`src/rtl/hni_txdat_queue.sv`:
```
// In-order DAT flit FIFO between the data-buffer read pipeline and hni_txdat.
// Head flit is presented with valid; a won pulse one cycle after capture pops it.

`ifndef CHIE_DAT_FLIT_WIDTH
`define CHIE_DAT_FLIT_WIDTH 392
`endif

module hni_txdat_queue #(
    parameter int unsigned FLIT_W = `CHIE_DAT_FLIT_WIDTH,
    parameter int unsigned DEPTH  = 4,
    parameter int unsigned PTR_W  = 2
) (
    input  logic              clk,
    input  logic              rst,
    input  logic              rdq_push_valid,
    input  logic [FLIT_W-1:0] rdq_push_flit,
    output logic              rdq_push_rdy,
    output logic              dbf_txdat_valid_sx,
    output logic [FLIT_W-1:0] txdat_flit,
    input  logic              txdat_dbf_rdy_s1,
    input  logic              txdat_dbf_won_sx,
    output logic [PTR_W:0]    rdq_count,
    output logic              rdq_err_q
);

    localparam logic [PTR_W:0]   CntFull = (PTR_W+1)'(DEPTH);
    localparam logic [PTR_W:0]   CntOne  = 1;
    localparam logic [PTR_W-1:0] PtrOne  = 1;

    logic [FLIT_W-1:0] r_mem [DEPTH];
    logic [PTR_W-1:0]  r_wr_ptr;
    logic [PTR_W-1:0]  r_rd_ptr;
    logic [PTR_W:0]    r_count;
    logic              r_err;

    logic              w_nonempty;
    logic              w_push_fire;
    logic              w_pop_fire;
    logic              w_err_set;
    logic [PTR_W:0]    w_count_d;
    logic              w_credit_unused;

    // Credit status is informational only; pops are driven by won alone.
    assign w_credit_unused = txdat_dbf_rdy_s1;

    assign w_nonempty   = (r_count != '0);
    assign rdq_push_rdy = (r_count != CntFull);
    assign w_push_fire  = rdq_push_valid & rdq_push_rdy;
    assign w_pop_fire   = txdat_dbf_won_sx & w_nonempty;
    assign w_err_set    = (rdq_push_valid & ~rdq_push_rdy) | (txdat_dbf_won_sx & ~w_nonempty);

    always_comb begin
        w_count_d = r_count;
        unique case ({w_push_fire, w_pop_fire})
            2'b10:   w_count_d = r_count + CntOne;
            2'b01:   w_count_d = r_count - CntOne;
            default: w_count_d = r_count;
        endcase
    end

    always_ff @(posedge clk or posedge rst) begin
        if (rst) begin
            r_wr_ptr <= '0;
            r_rd_ptr <= '0;
            r_count  <= '0;
            r_err    <= 1'b0;
        end else begin
            if (w_push_fire) r_wr_ptr <= r_wr_ptr + PtrOne;
            if (w_pop_fire)  r_rd_ptr <= r_rd_ptr + PtrOne;
            r_count <= w_count_d;
            if (w_err_set)   r_err <= 1'b1;
        end
    end

    // Storage needs no reset: the head output is masked while empty.
    always_ff @(posedge clk) begin
        if (w_push_fire) r_mem[r_wr_ptr] <= rdq_push_flit;
    end

    assign dbf_txdat_valid_sx = w_nonempty;
    assign txdat_flit         = w_nonempty ? r_mem[r_rd_ptr] : '0;
    assign rdq_count          = r_count;
    assign rdq_err_q          = r_err;

endmodule

```
`config.mk`:
```
export PLATFORM = sky130hd
export DESIGN_NAME = hni_txdat_queue
export DESIGN_NICKNAME = d
export VERILOG_FILES = /design/src/rtl/hni_txdat_queue.sv
export SDC_FILE = /design/constraint.sdc
export NUM_CORES = 1
export LEC_CHECK = 0
export CORE_MARGIN = 2
export CORE_UTILIZATION = 55
export DETAILED_ROUTE_END_ITERATION = 8
export PLACE_DENSITY = 0.8
export SLEW_MARGIN = 30
export SYNTH_ARGS = -nofsm -noshare
export SYNTH_HDL_FRONTEND = slang
export SYNTH_SLANG_ARGS = --single-unit
export TNS_END_PERCENT = 50
```
`constraint.sdc`:
```
create_clock -name clk -period 12.37 [get_ports clk]
set_input_delay 1.8555 -clock clk [delete_from_list [all_inputs] [get_ports clk]]
set_output_delay 1.8555 -clock clk [all_outputs]
set_load 0.005 [all_outputs]
```
## Yosys cells after proc, flatten, opt, wreduce, memory -nomap -nowiden

Memories as Yosys holds them, arrays and structs flattened.
Index checks and enable logic that the tools add are counted.

- Register bits after elaboration: 8
- Memory bits (writable): 1568
- Bits of input ports: 397
- Output and inout bits: 398
- Memories kept: 1

Memory list:

| memory | words | bits a word | read ports | clocked after Yosys merged registers in | write ports | RTL line | text |
|---|---|---|---|---|---|---|---|
| r_mem | 4 | 392 | 1 | 0 | 1 | 30 | `logic [FLIT_W-1:0] r_mem [DEPTH];` |

- Add/sub/neg operators: 4
- Equality and inequality tests: 3
- Muxes and demuxes: 4
- Bitwise logic cells: 7
- Reductions and logical operators: 2

Operators by type and width:

| kind | count |
|---|---|
| 392-bit two-way mux | 1 |
| 3-bit one-hot mux with 2 select lines | 1 |
| 2-bit by 1-bit adder with 2-bit output, second input constant | 2 |
| 1-bit AND | 4 |
| 3-bit by 1-bit adder with 3-bit output, second input constant | 1 |
| 3-bit != test, second input constant | 1 |
| 3-bit nonzero test | 1 |
| 3-bit by 1-bit subtractor with 3-bit output, second input constant | 1 |
| 2-bit by 1-bit == test with 1-bit output, second input constant | 1 |
| 2-bit == test, second input constant | 1 |
| 1-bit two-way mux | 2 |
| 1-bit inverter | 2 |
| 2-bit nonzero test | 1 |
| 1-bit bitwise OR | 1 |

## Longest topological paths before layout

Gate-level depths: netlist of run 1.

- Word-level depth: 4
- Mapped depth: 9

## Worst setup path before layout of run 1

Ideal clock, no wire load.

- Kind: in2reg
- Start point: input rdq_push_valid
- End point: memory r_mem[2][0] (netlist bit) (enable)
- Library setup time: 0.806 ns
- Arrival time: 11.075 ns
- Data required time: 11.564 ns
- Path slack: 0.489 ns
- Cell stages on the path: 2
- Path through: nor2b_1 > and2_1

- Longest elaborated chain between the ends: 3

Ends and longest elaborated chain:

| element | RTL line | text |
|---|---|---|
| start, declared | 15 | `input logic rdq_push_valid,` |
| 1-bit AND | 48 | `assign w_push_fire = rdq_push_valid & rdq_push_rdy;` |
| 1-bit two-way mux | 77 | `if (w_push_fire) r_mem[r_wr_ptr] <= rdq_push_flit;` |
| 1-bit two-way mux (not written as such) | 77 |  |
| end, declared | 30 |  |

No other way between the ends.

## Worst setup path in the final report of run 1

- Start point: register r_rd_ptr[0]
- End point: output txdat_flit[58]

- Longest elaborated chain between the ends: 2

Ends and longest elaborated chain:

| element | RTL line | text |
|---|---|---|
| start, declared | 32 | `logic [PTR_W-1:0] r_rd_ptr;` |
| start signal, assigned | 69 | `if (w_pop_fire) r_rd_ptr <= r_rd_ptr + PtrOne;` |
| memory read 4 x 392 bit | - |  |
| 392-bit two-way mux | 81 | `assign txdat_flit = w_nonempty ? r_mem[r_rd_ptr] : '0;` |
| end, declared | 19 | `output logic [FLIT_W-1:0] txdat_flit,` |

No other way between the ends.

==> results.yml, run 1 <==
synth:
  postSynthCellCount: 2525
  synthMuxAreaShare_pct: 14.83
  synth_fp_nets: 2928
  synth-seq-area-share_pct: 79.23
  syn_area_sq_um: 59680
  synth.avg_cell_area_sq_um: 23.64
  synthAdderAreaFrac_pct: 0.1384
  synth-simple-area-share_pct: 4.208
  synth-seq-cells: 1576
  synth_xor_area_share_pct: 0.08805
  synth_top_family_by_area: "multiplexers"
  synth-compound-area-share_pct: 0.01677
  ys_types: 22
  ys_warn_count: 0
setup_path:
  cpPeakStageDelay_ps: 730
  crit_fanout: 74
  cp_slowest_cell: "dfrtp_4"
  arrival_ps: 4500
  timing.critical_path.buf_inv: 4
  cp_cell_sequence: "buf_12 -> buf_16 -> buf_4 -> mux4_2 -> and2_1 -> clkdlybuf4s50_1"
  start_kind: "register"
  crit_family: "buffers and inverters"
  worstSetupPathType: "reg -> out"
  worstSetupEndpointType: "output pin"
  cp.required_ps: 10510
grt:
  grt_pass1_wl_um: 193300
  grt_overflow: 0
  grt_pass1_vias: 30230
  antenna_found_initial: 56
  grt_use_total_pct: 23.54
  grt_max_degree: 153
layout:
  syn_to_final_growth_pct: 23.94
  postLayoutCellArea_sq_um: 73970
  final_common_cell: "edfxtp_1"
  fill_cells: 6289
  drive_above_1_share_pct: 18.14
  ff_latch_area_sq_um: 47290
  final_nets: 3780
  multiInputGateArea_sq_um: 11520
  mostFrequentLayoutCells: "1568 x edfxtp_1, 793 x clkdlybuf4s50_1, 393 x and2_1, 392 x mux4_2, 162 x clkbuf_16"
timing:
  fmax_mhz: 157.3
  fin_setup_tns_ps: 0
  holdWs_ps: 539.9
  tightest_slew_ps: 1117
  layout_min_cycle_time_ps: 6356
  report.final.setup_viol: 0
  rsz0062_at_grt: "false"
  slew_violations: 0
  post-route-period-util_pct: 51.38
  relSlewSlack_pct: 25.50
  fin_skew_ps: 38.37
  hold_violations: 0
cts:
  numCtsBuffers: 155
  postCtsHoldBufs: 0
  cts_resized: 0
  cts_setup_buffers: 0
  cts.reportedPaths.clkPinSlew_ps: 60
  cts-root-buf: "clkbuf_16"
  insertion_delay_ps: 740
  h-tree-depth: 4
  clockBufferDepth: 3
  clock-sinks: 1576
  cts_tree: "done"
route:
  ant_nets: 0
  viasPerCell: 5.791
  drc_errors: 0
  drt_first_pass_iters: 8
  wl_um: 132600
  wl_per_cell_um: 26.89
  drtIter0Drc: 2269
  dr_total_vias: 28570
floorplanning:
  initial_utilization_pct: 55.59
  die-height_um: 333.4
  placeableCoreArea_sq_um: 107400
  die_x_um: 333.4
  core.rowCount: 120
  die_area_sq_um: 111200
  ios: 795
pwr:
  power.total_w: 0.01851
  p_leak_nw: 23.69
  vdd_drop_max_mv: 0.2091
  power.density_nw_per_um2: 250.2
place:
  place_hpwl_um: 78630
  place_area_sq_um: 68950
  portBuffers: 793
  gp_congestion: 0.8248
status:
  status: "finished, final reports clean"
flow_run:
  cap_violations: 0
hold_path:
  hold_path_class: "reg -> reg"
[flip-flops by register name, indices dropped and copies added (netlist names)]
name / count
r_mem: 1568
r_rd_ptr: 2
r_wr_ptr: 2
rdq_count: 3
rdq_err_q: 1
[through the flow]
step,setup WS [ps],utilization [%],std cells
after floorplan,489.1,-,2525
after global placement,6291,64.15,4615
after detailed placement,6513,64.23,4618
after CTS,5881,68.69,4899
after global routing,5680,68.89,4928
final,6014,68.90,4933
[per-layer routing]
metal / track usage [%] / vias up / wire length (um)
met2: 38.98 / 1187 / 68140
met3: 8.814 / 306 / 12870
met1: 27.50 / 14860 / 45780
met4: 10.68 / 54 / 5508
li1: - / 12160 / -
met5: 0 / - / 348
[final cells by class]
cell class | count | area share, %
Multi-Input combinational cell | 809 | 15.57
Sequential cell | 1576 | 63.94
Clock buffer | 215 | 5.790
Timing Repair Buffer | 826 | 11.49
Antenna cell | 29 | 0.09811
Clock inverter | 66 | 0.6851
Inverter | 9 | 0.05582
Tap cell | 1403 | 2.373
[worst paths after layout]
| kind | start | end | slack [ps] | cells past startpoint |
|---|---|---|---|---|
| setup / recovery | r_rd_ptr[0] | txdat_flit[58] | 6010 | 6 |
| hold / removal | rdq_count[2] | rdq_count[2] | 540 | 1 |
| setup reg to reg | rdq_count[2] | r_mem[3][193] | 8360 | 5 |
| hold reg to reg | rdq_count[2] | rdq_count[2] | 540 | 1 |
| max in group asynchronous | rst | r_wr_ptr[0] | 10660 | 2 |
| min in group asynchronous | rst | r_rd_ptr[1] | 1400 | 2 |
[cell families after synthesis]
kind of cell | Yosys count
DFF | 1576
buffers and inverters | 140
adders and majority gates | 6
xor gates and xnor gates | 6
AOI/OAI and AO/OA | 1
muxes | 394
and+or+nand+nor | 402
[power breakdown]
group	switching (W)	internal [W]
logic	0.00304	0.00371
clock network	0.00190	0.00253
registers	0.000279	0.00706
[Yosys cell counts]
| library cell | n | area share [%] |
|---|---|---|
| nor2b_1 | 1 | 0.010 |
| clkinv_1 | 1 | 0.0063 |
| dfrtp_1 | 8 | 0.34 |
| xnor2_1 | 3 | 0.044 |
| buf_2 | 41 | 0.34 |
| xor2_1 | 3 | 0.044 |
| buf_6 | 40 | 0.75 |
| inv_1 | 8 | 0.050 |
| nand3_1 | 1 | 0.0084 |
| nor3b_1 | 1 | 0.013 |
| clkbuf_1 | 49 | 0.31 |
| nor2_1 | 1 | 0.0063 |
| ha_1 | 5 | 0.10 |
| nor3_1 | 1 | 0.0084 |
| buf_8 | 1 | 0.025 |
| mux2_2 | 1 | 0.019 |
| a221o_1 | 1 | 0.017 |
| mux4_2 | 392 | 15 |
| mux2i_1 | 1 | 0.017 |
| and2_1 | 397 | 4.2 |
| fa_1 | 1 | 0.034 |
| edfxtp_1 | 1568 | 79 |
(Power assumes the default switching activity.)
==> inputs of run 2 (changes only) <==
- clock period: 12.37 -> 6.65 ns (I/O delays scaled with it)
==> run 2 against run 1 <==
Compared with the run above: setup slack got worse by 4200 ps; clock power rose by 88%; core utilization rose by 0.056 points; final area barely moved; first-iteration DRC count fell by 1.1%; power rose by 87%; via count rose by 0.95%; count of clock-buffer cells in the layout fell by 15; clock skew fell by 12 ps; critical endpoint is now txdat_flit[377]; sequential share of layout area fell by 0.052 points; critical path depth fell by 1; register-to-register slack got worse by 4800 ps.
==> results.yml, run 2 (synthesis results as in run 1) <==
cts:
  insertion_delay_ps: 750
  cts_resized: 0
  cts_setup_buffers: 0
  clock-sinks: 1576
  postCtsHoldBufs: 0
  cts-root-buf: "clkbuf_16"
  cts_tree: "done"
  cts.reportedPaths.clkPinSlew_ps: 60
  clockBufferDepth: 3
  numCtsBuffers: 154
  h-tree-depth: 4
place:
  portBuffers: 793
  dpl_worst_slack_ps: 2524
  place_area_sq_um: 69080
  dp.cells: 4627
  place_hpwl_um: 80070
  gp_congestion: 0.7864
floorplanning:
  placeableCoreArea_sq_um: 107400
  core.rowCount: 120
  die_x_um: 333.4
  initial_utilization_pct: 55.59
  die-height_um: 333.4
  die_area_sq_um: 111200
  ios: 795
grt:
  grt_overflow: 0
  grt_pass1_wl_um: 197900
  antenna_found_initial: 50
  grt_use_total_pct: 24.11
  grt_max_degree: 200
  grt_pass1_vias: 30630
timing:
  slew_violations: 0
  rsz0062_at_grt: "false"
  layout_min_cycle_time_ps: 4849
  holdWs_ps: 492.1
  hold_violations: 0
  fmax_mhz: 206.2
  post-route-period-util_pct: 72.91
  report.final.setup_viol: 0
  fin_skew_ps: 26.68
  tightest_slew_ps: 972.8
  layout_setup_ws_ps: 1801
  relSlewSlack_pct: 35.14
setup_path:
  timing.critical_path.buf_inv: 3
  start_kind: "register"
  arrival_ps: 3850
  cpPeakStageDelay_ps: 780
  worstSetupEndpointType: "output pin"
  worstSetupPathType: "reg -> out"
  crit_fanout: 199
  cp_slowest_cell: "nor3_1"
  cp.required_ps: 5650
  cp_cell_sequence: "nor3_1 -> inv_12 -> buf_4 -> and2_1 -> clkdlybuf4s50_1"
  crit_family: "buffers and inverters"
layout:
  postLayoutCellArea_sq_um: 74030
  drive_above_1_share_pct: 18.15
  fill_cells: 6197
  largest_register_ffs: 1568
  final_nets: 3784
  multiInputGateArea_sq_um: 11520
  ff_latch_area_sq_um: 47290
  final_common_cell: "edfxtp_1"
  syn_to_final_growth_pct: 24.05
  final_cells: 4952
  largest_register: "r_mem"
  mostFrequentLayoutCells: "1568 x edfxtp_1, 793 x clkdlybuf4s50_1, 393 x and2_1, 392 x mux4_2, 159 x clkbuf_16"
route:
  viasPerCell: 5.823
  drc_errors: 0
  wl_um: 134900
  ant_nets: 0
  dr_total_vias: 28840
  drt_first_pass_iters: 7
  drtIter0Drc: 2245
  wl_per_cell_um: 27.24
hold_path:
  hold_path_class: "reg -> reg"
flow_run:
  cap_violations: 0
pwr:
  vdd_drop_max_mv: 0.3117
  power.density_nw_per_um2: 466.4
  p_leak_nw: 23.73
status:
  status: "finished, final reports clean"
[run 2: changes by cell type in the layout (fill, tap and decap cells not counted), sizes merged]
cell      previous run  this run
bufinv               5        11
buf                 33        38
inv                 11        14
clkbuf             215       200
clkinvlp             7         2
diode               29        40
clkinv              52        66
[run 2: power breakdown]
part / leakage [nW] / total (W) / internal [W] / switching (W)
combinational: 6.93 / 0.0125 / 0.00687 / 0.00560
clock: 2.35 / 0.00833 / 0.00481 / 0.00353
sequential: 14.5 / 0.0137 / 0.0131 / 0.000601
total: 23.7 / 0.0345 / 0.0248 / 0.00973
[run 2: worst paths after layout]
path	start	to	slack, ps	cells past startpoint
max reg2reg	rdq_count[2]	r_mem[3][74]	3580	4
min reg2reg	rdq_err_q	rdq_err_q	490	1
max in group asynchronous	rst	r_rd_ptr[1]	5850	2
min	rdq_err_q	rdq_err_q	490	1
max	rdq_count[0]	txdat_flit[377]	1800	5
min in group asynchronous	rst	rdq_err_q	510	2
[run 2: layout make-up]
cell class,instances,area share (%)
Clock buffer,200,5.582
Timing Repair Buffer,831,11.46
Tap cell,1403,2.371
Clock inverter,84,0.9465
Inverter,9,0.06253
Multi-Input combinational cell,809,15.56
Sequential cell,1576,63.88
Antenna cell,40,0.1352
[run 2: metrics by stage]
step,utilization (%),TNS [ps],total power (W)
after floorplan,-,-3427970,0.02071
after global placement,64.34,0,0.02609
after detailed placement,64.35,0,0.02641
after CTS,68.85,0,0.03486
after global routing,68.93,0,0.03590
final,68.96,0,0.03452
[run 2: per-layer routing]
metal	vias to the layer above	wire length [um]	global-route usage, %
met2	1223	69690	40.37
met3	255	13160	8.076
met1	15140	46860	28.73
li1	12190	-	-
met4	32	4978	10.26
met5	-	209	0
